===== config.mk =====
export PLATFORM = sky130hd
export DESIGN_NAME = seg_display_scanner
export DESIGN_NICKNAME = d
export VERILOG_FILES = /design/src/rtl/seg_display_scanner.sv
export SDC_FILE = /design/constraint.sdc
export NUM_CORES = 1
export LEC_CHECK = 0
export ABC_CLOCK_PERIOD_IN_PS = 5130
export BUFFER_PORTS_ARGS = -buffer_cell sky130_fd_sc_hd__buf_2
export CORE_UTILIZATION = 50
export CTS_CLUSTER_SIZE = 30
export DETAILED_ROUTE_END_ITERATION = 6
export GPL_ROUTABILITY_DRIVEN = 0
export PLACE_DENSITY = 0.7
export SYNTH_ARGS = -nofsm -noshare
export SYNTH_HDL_FRONTEND = slang
export SYNTH_SLANG_ARGS = --single-unit

===== constraint.sdc =====
create_clock -name clk -period 5.13 [get_ports clk]
set_input_delay 0.7695 -clock clk [delete_from_list [all_inputs] [get_ports clk]]
set_output_delay 0.7695 -clock clk [all_outputs]
set_load 0.02 [all_outputs]

===== src/rtl/seg_display_scanner.sv =====
// seg_display_scanner: double-buffered, blinking, time-multiplexed 7-segment display driver
module seg_display_scanner #(
  parameter int NUM_DIGITS = 4,
  parameter int SCAN_DIV = 1000,
  parameter int BLINK_DIV = 64,
  parameter int ACTIVE_LOW = 0
) (
  input  logic                    clk,
  input  logic                    reset,
  input  logic [4*NUM_DIGITS-1:0] digits_in,
  input  logic [NUM_DIGITS-1:0]   dp_in,
  input  logic [NUM_DIGITS-1:0]   blank_in,
  input  logic [NUM_DIGITS-1:0]   blink_in,
  input  logic                    hex_mode,
  input  logic                    load,
  output logic [6:0]              seg_out,
  output logic                    dp_out,
  output logic [NUM_DIGITS-1:0]   digit_sel,
  output logic                    frame_tick
);
  localparam int IW = NUM_DIGITS > 1 ? $clog2(NUM_DIGITS) : 1;
  localparam int SW = $clog2(SCAN_DIV);
  localparam int BW = BLINK_DIV > 1 ? $clog2(BLINK_DIV) : 1;
  localparam logic POL = ACTIVE_LOW != 0;
  logic [SW-1:0] scan_cnt;
  logic [IW-1:0] idx;
  logic [BW-1:0] frame_cnt;
  logic blink_phase;
  logic [4*NUM_DIGITS-1:0] p_dig, a_dig;
  logic [NUM_DIGITS-1:0] p_dp, a_dp, p_blank, a_blank, p_blink, a_blink;
  logic [6:0] seg_r, seg_d;
  logic dp_r, tick_r;
  logic [NUM_DIGITS-1:0] sel_r;
  logic scan_end, wrap, pre_wrap, blink_end, dark;
  logic [3:0] nib;
  assign scan_end = scan_cnt == SW'(SCAN_DIV - 1);
  assign wrap = scan_end && idx == IW'(NUM_DIGITS - 1);
  // frame_tick is registered one cycle early so it is high during the wrap cycle itself
  assign pre_wrap = scan_cnt == SW'(SCAN_DIV - 2) && idx == IW'(NUM_DIGITS - 1);
  assign blink_end = frame_cnt == BW'(BLINK_DIV - 1);
  assign nib = a_dig[4*idx +: 4];
  assign dark = a_blank[idx] | (a_blink[idx] & blink_phase);
  always_comb begin
    case (nib)
      4'h0: seg_d = 7'b1111110;
      4'h1: seg_d = 7'b0110000;
      4'h2: seg_d = 7'b1101101;
      4'h3: seg_d = 7'b1111001;
      4'h4: seg_d = 7'b0110011;
      4'h5: seg_d = 7'b1011011;
      4'h6: seg_d = 7'b1011111;
      4'h7: seg_d = 7'b1110000;
      4'h8: seg_d = 7'b1111111;
      4'h9: seg_d = 7'b1111011;
      4'ha: seg_d = hex_mode ? 7'b1110111 : 7'b0000001;
      4'hb: seg_d = hex_mode ? 7'b0011111 : 7'b0000001;
      4'hc: seg_d = hex_mode ? 7'b1001110 : 7'b0000001;
      4'hd: seg_d = hex_mode ? 7'b0111101 : 7'b0000001;
      4'he: seg_d = hex_mode ? 7'b1001111 : 7'b0000001;
      default: seg_d = hex_mode ? 7'b1000111 : 7'b0000001;
    endcase
  end
  always_ff @(posedge clk) begin
    if (reset) begin
      scan_cnt <= '0;
      idx <= '0;
      frame_cnt <= '0;
      blink_phase <= 1'b0;
      p_dig <= '0;
      p_dp <= '0;
      p_blank <= '1;
      p_blink <= '0;
      a_dig <= '0;
      a_dp <= '0;
      a_blank <= '1;
      a_blink <= '0;
      seg_r <= 7'b0000001;
      dp_r <= 1'b0;
      sel_r <= '0;
      tick_r <= 1'b0;
    end else begin
      scan_cnt <= scan_end ? '0 : scan_cnt + 1'b1;
      if (scan_end) idx <= wrap ? '0 : idx + 1'b1;
      if (wrap) frame_cnt <= blink_end ? '0 : frame_cnt + 1'b1;
      if (wrap && blink_end) blink_phase <= ~blink_phase;
      if (load) begin
        p_dig <= digits_in;
        p_dp <= dp_in;
        p_blank <= blank_in;
        p_blink <= blink_in;
      end
      if (wrap) begin
        a_dig <= load ? digits_in : p_dig;
        a_dp <= load ? dp_in : p_dp;
        a_blank <= load ? blank_in : p_blank;
        a_blink <= load ? blink_in : p_blink;
      end
      seg_r <= dark ? 7'b0000000 : seg_d;
      dp_r <= ~dark & a_dp[idx];
      sel_r <= NUM_DIGITS'(1) << idx;
      tick_r <= pre_wrap;
    end
  end
  assign seg_out = POL ? ~seg_r : seg_r;
  assign dp_out = POL ? ~dp_r : dp_r;
  assign digit_sel = POL ? ~sel_r : sel_r;
  assign frame_tick = tick_r;
endmodule

# After elaboration in Yosys (flattened, before gate mapping)
# Cells that the tools add are included.
[classes]
n_addsub = 3
magnitude_cmp = 1
n_eq_ne = 18
n_shift = 2
mux = 20
bitwise = 5
reduce_logical = 6
[ops]
columns = ["op", "count"]
rows = [
  ["$pmux 7 s15", 1],
  ["$eq 4x4->1 const B", 7],
  ["$mux 7", 4],
  ["$eq 10x10->1 const B", 2],
  ["$eq 4x3->1 const B", 4],
  ["$mux 16", 1],
  ["$shiftx 16x5->4", 1],
  ["$mux 4", 3],
  ["$mux 6", 2],
  ["$add 10x1->10 const B", 1],
  ["$eq 4x2->1 const B", 2],
  ["$add 6x1->6 const B", 1],
  ["$bmux 1 s2", 3],
  ["$eq 6x6->1 const B", 1],
  ["$mux 5", 1],
  ["$eq 4x1->1 const B", 1],
  ["$logic_not 4->1", 1],
  ["$mux 1", 4],
  ["$reduce_or 2->1", 2],
  ["$shl 1x2->4 const A", 1],
  ["$logic_and 1x1->1", 3],
  ["$lt 2x3->1 const B", 1],
  ["$add 2x1->2 const B", 1],
  ["$and 1x1->1", 2],
  ["4 further kinds", 5],
]
[totals]
ff_bits = 88
word_cells = 72

# Logic depth before layout (Yosys ltp)
[depth]
ltp_word = 6
depth_mapped = 6
depth_no_buf = 5

# Worst setup path before layout
# Ideal clock, no wire load.
[synth_path]
kind = "input -> register"
from = "input reset"
to = "register seg_r[3] (netlist: seg_out[3])"
setup_ns = 0.103
arrival_ns = 1.661
path_slack_ns = 3.366
stages = 5
path_buffers = 1
path_cell_list = "clkbuf_1 > nor2b_1 > a22oi_1 > a21o_1 > a2111oi_2"
[synth_via]
elab_chain_len = 1
[synth_lines]
columns = ["element", "line_no", "rtl"]
rows = [
  ["start, declared", "9", "input logic reset,"],
  ["$reduce_or 2->1 (no source line)", "--", ""],
  ["end signal, assigned", "98", "seg_r <= dark ? 7'b0000000 : seg_d;"],
  ["end, declared", "31", "logic [6:0] seg_r, seg_d;"],
]
# No other way between the ends.
# A chain may end at the register's enable or synchronous reset.

# Final worst setup path
[layout_path]
from = "input reset"
to = "register scan_cnt[4]"
[layout_via]
elab_chain_len = 1
[layout_lines]
columns = ["element", "line_no", "rtl"]
rows = [
  ["$reduce_or 2->1 (no source line)", "--", ""],
  ["end signal, assigned", "82", "scan_cnt <= scan_end ? '0 : scan_cnt + 1'b1;"],
  ["end, declared", "25", "logic [SW-1:0] scan_cnt;"],
]
# No other way between the ends.

==> results.txt <==
Post-Route WL - 6500 µm
Switch Pwr - 0.000293 W
Slew at the pin with the worst max-slew slack - 1110 ps
Fraction of layout cells with a size suffix above 1 - 17.3%
# IOs - 45
RR Startpoint - idx[0]
Residual DRC - 0
Design Area, Final - 0.00399 mm²
Max Fclk - 0.421 GHz
Ys async rst share - 0%
DPL Wire Length - 4290 µm
GRT Util Overall - 18.7%
PwrDens - 319 mW/mm²
Setup_tns - 0 ps
Post-synth top cells - 88 x dfxtp_1, 64 x nor2_1, 31 x mux2i_1
Initial core utilization - 52.0%
Launch point of the critical path - reset
Gr ovfl total - 0
Final Critical Period - 2380 ps
Combinational share of power - 4.9%
Post-synth top flop - dfxtp_1
R2R depth - 4
Distinct cells, synth - 48
Detailed Routing Iterations Pass 1 - 4
Yosys reg bits - 88
Reg2reg setup slack - 2750 ps
Area contributors post-synth - dfxtp_1 50%, mux2i_1 8.7%, nor2_1 6.8%
Most numerous cell in the Yosys netlist - dfxtp_1
Worst skew pair latency - 350 ps
CP max FO - 63
Cts bufs inserted - 9
Unrepaired setup endpoints after global routing - no
Placed Area - 0.00378 mm²
Hold Path Class - flip-flop to flip-flop
Mapped Nets - 397
Via count - 2567
Max Cap Viol - 0
Multi-input gate area in the final layout - 0.00164 mm²
Tcrit/Tclk final - 46.3%
Diodes inserted - 0
Number of global-route vias before repair - 2434
Leakage - 1.57 nW
Die area - 0.00745 mm²
Htree depth - 3
Gates resized, CTS repair - 0
WP data arrival - 2610 ps
Clock-pin slew on the worst setup and hold paths - 80 ps
CP Launch Type - input port
Worst Path Required - 5360 ps
Clock Skew - 9.56 ps
Rel. slew slack - 25.9%
Maximum vdd drop - 0.146 mV
Max Slew Vio Count - 0
Warning count from the yosys run - 0
First DRT Iteration DRCs - 117
Power Total - 0.00127 W
Hold Crit Depth - 2
Finish-stage setup viols - 0
Buffers on Ports - 44
Fill count - 616
Synthesized instance count - 361
CP Capture Type - flip-flop
Final nets - 429
Number of hold buffers added after cts - 0
Cell accounting for the most synthesized area - dfxtp_1
Post-synth EDFFs - 0
Fin. Hold Viols - 0
Global-route wire length before repair - 10900 µm
FF/Latch Area - 0.00176 mm²
RR Endpoint - seg_out[3]
Status - complete, no violations
Sequential power share - 55.4%
Initial antenna violation count - 0
Row count - 30
Vias per cell - 5.20
Post-CTS setup repair buffer count - 0
DR WL/cell - 13.2 µm
Hold Crit Start - p_blank[0]
Core ar. - 0.00683 mm²
Syn_area_per_cell - 9.85 µm²
Top cell type's share of synthesized area - 49.6%
Internal power - 0.000980 W
Mapped Area - 0.00355 mm²
Die H - 86.3 µm
Die W - 86.3 µm
Longest Clk Path Bufs - 2
Crit path to - scan_cnt[4]
DRT antenna net count - 0
Root buffer cell - clkbuf_8
Power share of the clock group - 39.8%
Sw Share - 23.0%
TritonCTS clock tree - yes
Hold_ws - 475 ps
Largest net degree at the start of global routing - 64
CP Class - input port to flip-flop
Sink Count - 88
Synthesis-to-finish area growth - 12.3%
Register area share after synthesis - 49.6%
## worst min-delay path by stage
stage / slack [ps] / endpoint
after CTS: 490 / p_blank[0]
after global placement: 460 / scan_cnt[0]
after detailed placement: 460 / p_blank[0]
final: 480 / p_blank[0]
after global routing: 520 / a_blank[1]
after floorplan: 440 / p_blank[0]
## power by group through the flow
stage	clock network, W	logic, W	registers, W
6_report	0.000506	0.0000619	0.000705
5_1_grt	0.000544	0.0000695	0.000707
4_1_cts	0.000513	0.0000631	0.000705
3_5_place_dp	0	0.0000627	0.000721
3_3_place_gp	0	0.0000616	0.000721
2_1_floorplan	0	0.0000402	0.000721
## critical path, stage by stage
cell and delay, ps:
buf_2 800, clkinv_1 540, nand2_1 390, nor2_1 90
## sequential cells by signal (all words and copies together), names as in the netlist
register	cells
digit_sel	4
a_blink	4
idx	2
blink_phase	1
dp_out	1
seg_out	7
a_blank	4
p_dig	16
a_dp	4
a_dig	16
p_blink	4
frame_cnt	6
p_dp	4
p_blank	4
scan_cnt	10
frame_tick	1
## kinds of logic (layout without fill, tap and decap cells)
group,after synthesis,after routing,share of synthesized area [%]
and+or+nand+nor,128,128,17.2
DFF,88,88,49.6
AOI/OAI and AO/OA,60,60,12.0
muxes,37,37,12.5
buffers and inverters,32,69,4.36
xor gates and xnor gates,12,12,2.96
adders and majority gates,4,4,1.41
## layout make-up
class	count	area share, %
flip-flops and latches	88	44.1
multi-input cells	241	41.0
repair buffers	45	5.71
clock buffers	11	3.79
well taps	96	3.01
clock inverters	5	1.57
inverters	8	0.752
## metal layers
metal	track usage [%]	vias up	wire, µm
li1	-	1340	-
met2	31.7	32	3160
met3	4.10	10	187
met1	23.1	1185	3040
met4	7.73	0	102
met5	0	-	0
## placed cells by master, fill, tap and decap left out, types with 2 or more instances in the layout
cell | Yosys | routed
dfxtp_1 | 88 | 88
o21ai_0 | 3 | 3
a21oi_1 | 11 | 11
mux2i_1 | 31 | 31
mux4_2 | 6 | 6
nand4_1 | 5 | 5
clkbuf_8 | 0 | 11
nor2b_1 | 5 | 5
o211ai_1 | 5 | 5
or3_1 | 2 | 2
inv_6 | 0 | 2
nand3_1 | 6 | 6
xnor2_1 | 10 | 10
clkinvlp_4 | 0 | 2
nand2_1 | 17 | 17
xor2_1 | 2 | 2
a31oi_1 | 2 | 2
nand4bb_1 | 2 | 2
a211oi_1 | 25 | 25
nand2b_1 | 4 | 4
nor2_1 | 64 | 64
nor3_1 | 6 | 6
buf_2 | 10 | 44
and3_1 | 2 | 2
and2_1 | 3 | 3
inv_1 | 7 | 7
nor4_1 | 4 | 4
ha_1 | 4 | 4
and4_1 | 2 | 2
a21o_1 | 2 | 2
## metrics by stage
stage / instances / worst slack, ps / util [%]
floorplan: 361 / 3370 / -
global placement: 478 / 2390 / 55.3
detailed placement: 478 / 2370 / 55.3
CTS: 494 / 2710 / 58.4
global route: 494 / 2470 / 58.4
finish: 494 / 2750 / 58.4
Note: power is estimated with default switching activity, not from simulation.
